**config.mk**
```make
export PLATFORM = sky130hd
export DESIGN_NAME = call_return_ctrl_flat
export DESIGN_NICKNAME = d
export VERILOG_FILES = /design/src/rtl/call_ret_pkg.sv /design/src/rtl/call_return_ctrl_if.sv /design/src/rtl/call_return_ctrl_depth_tracker.sv /design/src/rtl/call_return_ctrl.sv /design/src/flat_wrapper.sv
export SDC_FILE = /design/constraint.sdc
export NUM_CORES = 1
export LEC_CHECK = 0
export CORE_MARGIN = 2
export CORE_UTILIZATION = 45
export CTS_CLUSTER_SIZE = 30
export DETAILED_ROUTE_END_ITERATION = 8
export PLACE_DENSITY_LB_ADDON = 0.25
export SLEW_MARGIN = 0
export SYNTH_ARGS = -nofsm -noshare
export SYNTH_HDL_FRONTEND = slang
export SYNTH_SLANG_ARGS = --single-unit
```
**constraint.sdc**
```tcl
create_clock -name clk -period 8.1 [get_ports clk]
set_input_delay 1.62 -clock clk [delete_from_list [all_inputs] [get_ports clk]]
set_output_delay 1.62 -clock clk [all_outputs]
set_load 0.01 [all_outputs]
```
**src/rtl/call_ret_pkg.sv**
```systemverilog
// Shared types and defaults for the call/return sequencer and its depth tracker.
package call_ret_pkg;

    localparam int unsigned ADDR_W_DEF = 12;
    localparam int unsigned DEPTH_DEF  = 8;

    typedef enum logic [1:0] {
        IDLE  = 2'd0,
        PUSH  = 2'd1,
        POP   = 2'd2,
        FAULT = 2'd3
    } state_e;

    // Width of a counter that must hold 0..depth inclusive.
    function automatic int unsigned DEPTH_W(input int unsigned depth);
        return $clog2(depth + 1);
    endfunction

endpackage

```
**src/rtl/call_return_ctrl_if.sv**
```systemverilog
// Stack-side bus between the call/return sequencer (master) and the return-address stack (slave).
interface call_return_ctrl_if #(
    parameter int unsigned ADDR_W = call_ret_pkg::ADDR_W_DEF
);
    logic              stk_push;
    logic              stk_pop;
    logic [ADDR_W-1:0] stk_data_in;
    logic [ADDR_W-1:0] stk_data_out;

    modport master (
        output stk_push,
        output stk_pop,
        output stk_data_in,
        input  stk_data_out
    );

    modport slave (
        input  stk_push,
        input  stk_pop,
        input  stk_data_in,
        output stk_data_out
    );
endinterface

```
**src/rtl/call_return_ctrl_depth_tracker.sv**
```systemverilog
// Saturating up/down counter tracking live return-stack entries (0..DEPTH).
module depth_tracker
    import call_ret_pkg::*;
#(
    parameter int unsigned DEPTH = DEPTH_DEF
) (
    input  logic                      clk,
    input  logic                      rst_n,
    input  logic                      inc,
    input  logic                      dec,
    output logic [DEPTH_W(DEPTH)-1:0] depth,
    output logic                      is_full,
    output logic                      is_empty
);

    localparam int unsigned DW = DEPTH_W(DEPTH);

    logic [DW-1:0] depth_q;
    logic [DW-1:0] depth_d;

    always_comb begin
        depth_d = depth_q;
        if (inc && !dec && (depth_q != DW'(DEPTH))) begin
            depth_d = depth_q + DW'(1);
        end else if (dec && !inc && (depth_q != '0)) begin
            depth_d = depth_q - DW'(1);
        end
    end

    always_ff @(posedge clk) begin
        if (!rst_n) begin
            depth_q <= '0;
        end else begin
            depth_q <= depth_d;
        end
    end

    assign depth    = depth_q;
    assign is_full  = (depth_q == DW'(DEPTH));
    assign is_empty = (depth_q == '0);

endmodule

```
**src/rtl/call_return_ctrl.sv**
```systemverilog
// Call/return sequencer driving the return-address stack and the fetch redirect.
// Optional feature: CALL_RET_OVF_TRAP_EN traps over/underflow into a sticky FAULT state.
module call_return_ctrl
    import call_ret_pkg::*;
#(
    parameter int unsigned ADDR_W = ADDR_W_DEF,
    parameter int unsigned DEPTH  = DEPTH_DEF
) (
    input  logic                      clk,
    input  logic                      rst_n,
    input  logic                      call,
    input  logic                      ret,
    input  logic [ADDR_W-1:0]         pc,
    input  logic [ADDR_W-1:0]         target,
    call_return_ctrl_if.master        stk,
    output logic                      redirect,
    output logic [ADDR_W-1:0]         redirect_pc,
    output logic                      busy,
    output logic [DEPTH_W(DEPTH)-1:0] depth,
    output logic                      fault
);

`ifdef CALL_RET_OVF_TRAP_EN
    localparam bit TRAP_EN = 1'b1;
`else
    localparam bit TRAP_EN = 1'b0;
`endif

    state_e            state_q, state_d;
    logic              stk_push_q, stk_push_d;
    logic              stk_pop_q, stk_pop_d;
    logic [ADDR_W-1:0] stk_data_in_q, stk_data_in_d;
    logic              redirect_q, redirect_d;
    logic [ADDR_W-1:0] redirect_pc_q, redirect_pc_d;
    logic              busy_q, busy_d;
    logic              fault_q, fault_d;
    logic              inc_c, dec_c;
    logic              is_full, is_empty;

    // Next state, stack-side latches and counter strobes; outputs follow state_d so they register with it.
    always_comb begin
        state_d       = state_q;
        stk_data_in_d = stk_data_in_q;
        redirect_pc_d = redirect_pc_q;
        inc_c         = 1'b0;
        dec_c         = 1'b0;

        unique case (state_q)
            IDLE: begin
                if (call) begin
                    if (TRAP_EN && is_full) begin
                        state_d = FAULT;
                    end else begin
                        state_d       = PUSH;
                        inc_c         = 1'b1;
                        stk_data_in_d = ADDR_W'(pc + ADDR_W'(1));
                        redirect_pc_d = target;
                    end
                end else if (ret) begin
                    if (TRAP_EN && is_empty) begin
                        state_d = FAULT;
                    end else begin
                        state_d       = POP;
                        dec_c         = 1'b1;
                        redirect_pc_d = stk.stk_data_out;
                    end
                end
            end
            PUSH:    state_d = IDLE;
            POP:     state_d = IDLE;
            FAULT:   state_d = FAULT;
            default: state_d = IDLE;
        endcase

        stk_push_d = (state_d == PUSH);
        stk_pop_d  = (state_d == POP);
        redirect_d = (state_d == PUSH) || (state_d == POP);
        busy_d     = (state_d != IDLE);
        fault_d    = TRAP_EN && (state_d == FAULT);
    end

    always_ff @(posedge clk) begin
        if (!rst_n) begin
            state_q       <= IDLE;
            stk_push_q    <= 1'b0;
            stk_pop_q     <= 1'b0;
            stk_data_in_q <= '0;
            redirect_q    <= 1'b0;
            redirect_pc_q <= '0;
            busy_q        <= 1'b0;
            fault_q       <= 1'b0;
        end else begin
            state_q       <= state_d;
            stk_push_q    <= stk_push_d;
            stk_pop_q     <= stk_pop_d;
            stk_data_in_q <= stk_data_in_d;
            redirect_q    <= redirect_d;
            redirect_pc_q <= redirect_pc_d;
            busy_q        <= busy_d;
            fault_q       <= fault_d;
        end
    end

    depth_tracker #(
        .DEPTH (DEPTH)
    ) u_depth_tracker (
        .clk      (clk),
        .rst_n    (rst_n),
        .inc      (inc_c),
        .dec      (dec_c),
        .depth    (depth),
        .is_full  (is_full),
        .is_empty (is_empty)
    );

    assign stk.stk_push    = stk_push_q;
    assign stk.stk_pop     = stk_pop_q;
    assign stk.stk_data_in = stk_data_in_q;
    assign redirect        = redirect_q;
    assign redirect_pc     = redirect_pc_q;
    assign busy            = busy_q;
    assign fault           = fault_q;

endmodule

```
**src/flat_wrapper.sv**
```systemverilog
// flat-port wrapper written by rule: the top's interface ports become plain ports
module call_return_ctrl_flat import call_ret_pkg::*;
#(
    parameter int unsigned ADDR_W = ADDR_W_DEF,
    parameter int unsigned DEPTH  = DEPTH_DEF
)
  (clk, rst_n, call, ret, pc, target, redirect, redirect_pc, busy, depth, fault, stk_stk_push, stk_stk_pop, stk_stk_data_in, stk_stk_data_out);
  call_return_ctrl_if #(.ADDR_W(ADDR_W)) stk_i ();
  input  logic clk;
  input  logic rst_n;
  input  logic call;
  input  logic ret;
  input  logic [ADDR_W-1:0] pc;
  input  logic [ADDR_W-1:0] target;
  output logic redirect;
  output logic [ADDR_W-1:0] redirect_pc;
  output logic busy;
  output logic [DEPTH_W(DEPTH)-1:0] depth;
  output logic fault;
  output wire logic [$bits(stk_i.stk_push)-1:0] stk_stk_push;
  output wire logic [$bits(stk_i.stk_pop)-1:0] stk_stk_pop;
  output wire logic [$bits(stk_i.stk_data_in)-1:0] stk_stk_data_in;
  input wire logic [$bits(stk_i.stk_data_out)-1:0] stk_stk_data_out;
  assign stk_stk_push = stk_i.stk_push;
  assign stk_stk_pop = stk_i.stk_pop;
  assign stk_stk_data_in = stk_i.stk_data_in;
  assign stk_i.stk_data_out = stk_stk_data_out;
  call_return_ctrl #(.ADDR_W(ADDR_W), .DEPTH(DEPTH)) u_core (.clk(clk), .rst_n(rst_n), .call(call), .ret(ret), .pc(pc), .target(target), .stk(stk_i), .redirect(redirect), .redirect_pc(redirect_pc), .busy(busy), .depth(depth), .fault(fault));
endmodule
```
==> flow_summary.yaml <==
floorplan:
  row_count: 21
  core-area_sq_um: 3416
  die_x_um: 64.42
  die_h_um: 64.42
  die_area_sq_um: 4150
  floorplan.initialDensity_pct: 48.10
  io_pins: 73
power_and_ir_drop:
  cellLeakagePower_nw: 0.9584
  vdd_drop_max_mv: 0.1121
  p_per_area_nw_per_um2: 184.6
timing:
  timing.final.crit_period_ns: 4.809
  tightest_slew_ns: 0.9671
  slew_viol_final: 0
  max_freq_mhz: 207.9
  hold_viol_final: 0
  fin_crit_sh_pct: 59.37
  rsz0062_at_grt: "no"
  relSlewSlack_pct: 35.45
  setup_viol: 0
  fin_worst_skew_ns: 0.004875
  setup_tns_ns: 0
grt:
  grt_pass1_wl_um: 6458
  grt-ovfl-total: 0
  grt_pass1_vias: 1450
  antenna_found_initial: 0
  track_usage_pct: 19.81
  grt_start_max_net_pins: 29
route:
  vias_per_cell: 5.113
  dr.pass1.iters: 4
  postRouteAntennaNets: 0
  num_vias: 1498
  drc: 0
  drt-total-wl_um: 3784
  drt_iter0_drc: 37
  wl_per_cell_um: 12.91
clocking:
  cts_hold_buf: 0
  cts_max_path_buffers: 2
  cts_resized: 0
  cts_buffers: 5
  clk_pin_slew_ns: 0.10
  clock_latency_ns: 0.33
  post_cts_buffers: 0
  htreeDepth: 2
  clkSinkCount: 34
  cts_tree: "built"
  root_buffer: "clkbuf_4"
synthesis:
  synth_fa_ha_area_share_pct: 5.788
  synth_seq_area_share_pct: 41.43
  ys_ff_latch: 34
  yosys_warnings: 0
  async_reset_ff_share_pct: 0
  synth_edf_count: 0
  ys.flop_type: "dfxtp_1"
  synth_area_sq_um: 1643
  synthCells: 180
  synth-simple-area-share_pct: 17.14
  synth_cell_types: 34
  synthesis.nets: 227
  synth-compound-area-share_pct: 16.30
  syn_area_per_cell_sq_um: 9.127
  synth_xor_area_share_pct: 5.864
  synth_top_family_by_area: "simple AND/OR/NAND/NOR gates"
  synthMuxAreaShare_pct: 9.292
place:
  routabilityCongestion: 0.7592
  place_hpwl_um: 2774
  port_buffers: 71
finish:
  final_common_cell: "clkdlybuf4s50_1"
  drive_gt1_share_pct: 4.049
  n_antenna_cell: 0
  areaGrowthSynthToFinish_pct: 48.29
  finalNetCount: 293
  final_util_pct: 71.32
  layout_common_cells: "clkdlybuf4s50_1 (71), dfxtp_1 (34), nor2_1 (24), a211oi_1 (18), mux2i_1 (13)"
setup_path:
  cpMaxStageDelayCell: "clkdlybuf4s50_1"
  crit_path_max_incr_delay_ns: 1.08
  worstSetupPathType: "input port to register"
  required_ns: 8.33
  critPathMaxFanout: 28
  start_kind: "input port"
  crit_chain: "clkdlybuf4s50_1 > nor3b_4 > nand2_1 > ha_1 > a21o_1 > a21oi_1 > mux4_2 > and2_1"
  endpoint_kind: "register"
  crit_arrival_ns: 5.04
flow_run:
  maxCapViolCount: 0
outcome:
  outcome: "completed"
worst_hold_path:
  hold_class: "register to register"
power by group:
| group | switching (mW) | internal (mW) | total [mW] |
|---|---|---|---|
| logic | 0.0576 | 0.0763 | 0.134 |
| registers | 0.0163 | 0.185 | 0.202 |
| clock network | 0.0547 | 0.0593 | 0.114 |
| total | 0.129 | 0.321 | 0.450 |
Yosys cell counts (2+ instances only):
cell      instances  area share (%)
a211oi_1         18             8.2
a21oi_1          11             3.4
and2_1            5             1.9
and4_1            2             1.1
buf_2             4             1.2
clkbuf_1          6             1.4
dfxtp_1          34              41
ha_1              6             4.6
inv_1             3            0.69
mux2i_1          13             7.9
nand2_1          10             2.3
nand3_1           4             1.2
nand4_1           3             1.1
nor2_1           24             5.5
o21ai_0           9             2.7
xnor2_1           2             1.1
xor2_1            9             4.8
logic make-up (layout without fill, tap and decap cells):
group	count (synthesis)	in the layout
buffers and inverters	15	82
XOR/XNOR	11	11
flip-flops	34	34
adder cells (fa/ha/maj)	7	7
AO/OA/AOI/OAI	42	42
AND/OR/NAND/NOR	56	56
multiplexers	14	14
other	1	1
worst paths after layout:
check / from / to / slack [ns] / depth (start not counted)
worst min register to register: u_core.redirect_pc[1] / u_core.redirect_pc[1] / 0.50 / 2
worst max register to register: u_core.state_q[0] / u_core.u_depth_tracker.depth[3] / 5.39 / 7
worst min-delay path: u_core.redirect_pc[1] / u_core.redirect_pc[1] / 0.50 / 2
worst max-delay path: call / u_core.u_depth_tracker.depth[3] / 3.29 / 8
sequential cells by signal, indices dropped and copies added, names as in the netlist:
name                          flops
u_core.redirect_pc               12
u_core.state_q                    2
u_core.stk.stk_pop                1
u_core.stk.stk_push               1
u_core.u_depth_tracker.depth      4
u_core.stk.stk_data_in           12
u_core.busy                       1
u_core.redirect                   1
per-stage QoR:
step / cells / hold slack [ns] / area [sq um] / worst slack, ns / power (mW)
floorplan: 180 / 0.5184 / 1643 / 4.365 / 0.2725
global placement: 285 / 0.4851 / 2357 / 3.058 / 0.3368
detailed placement: 285 / 0.4900 / 2357 / 2.951 / 0.3398
CTS: 293 / 0.5036 / 2436 / 3.309 / 0.4540
global route: 293 / 0.5307 / 2436 / 3.052 / 0.4798
finish: 293 / 0.5010 / 2436 / 3.291 / 0.4496
worst max-delay path: cells and delay by family:
family,cells,cell delay (ns)
compound gates,2,0.34
simple gates,3,1.35
fa+ha+maj,1,0.34
mux,1,0.31
buf+inv,1,1.08
cell type report:
| class | instances | area [sq um] |
|---|---|---|
| inverters | 3 | 11.26 |
| multi-input cells | 131 | 897.1 |
| flip-flops and latches | 34 | 680.7 |
| clock buffers | 8 | 78.83 |
| fillers | 290 | 979.7 |
| repair buffers | 71 | 710.7 |
| well taps | 46 | 57.56 |
routing by layer:
| metal | track usage (%) | up-vias | part of all wire (%) |
|---|---|---|---|
| met5 | 0 | - | 0 |
| met4 | 8.511 | 0 | 1.9 |
| met3 | 5.556 | 9 | 6.3 |
| met2 | 33.72 | 59 | 47 |
| met1 | 23.30 | 655 | 44 |
| li1 | - | 775 | - |
Note: power is estimated with default switching activity, not from simulation.
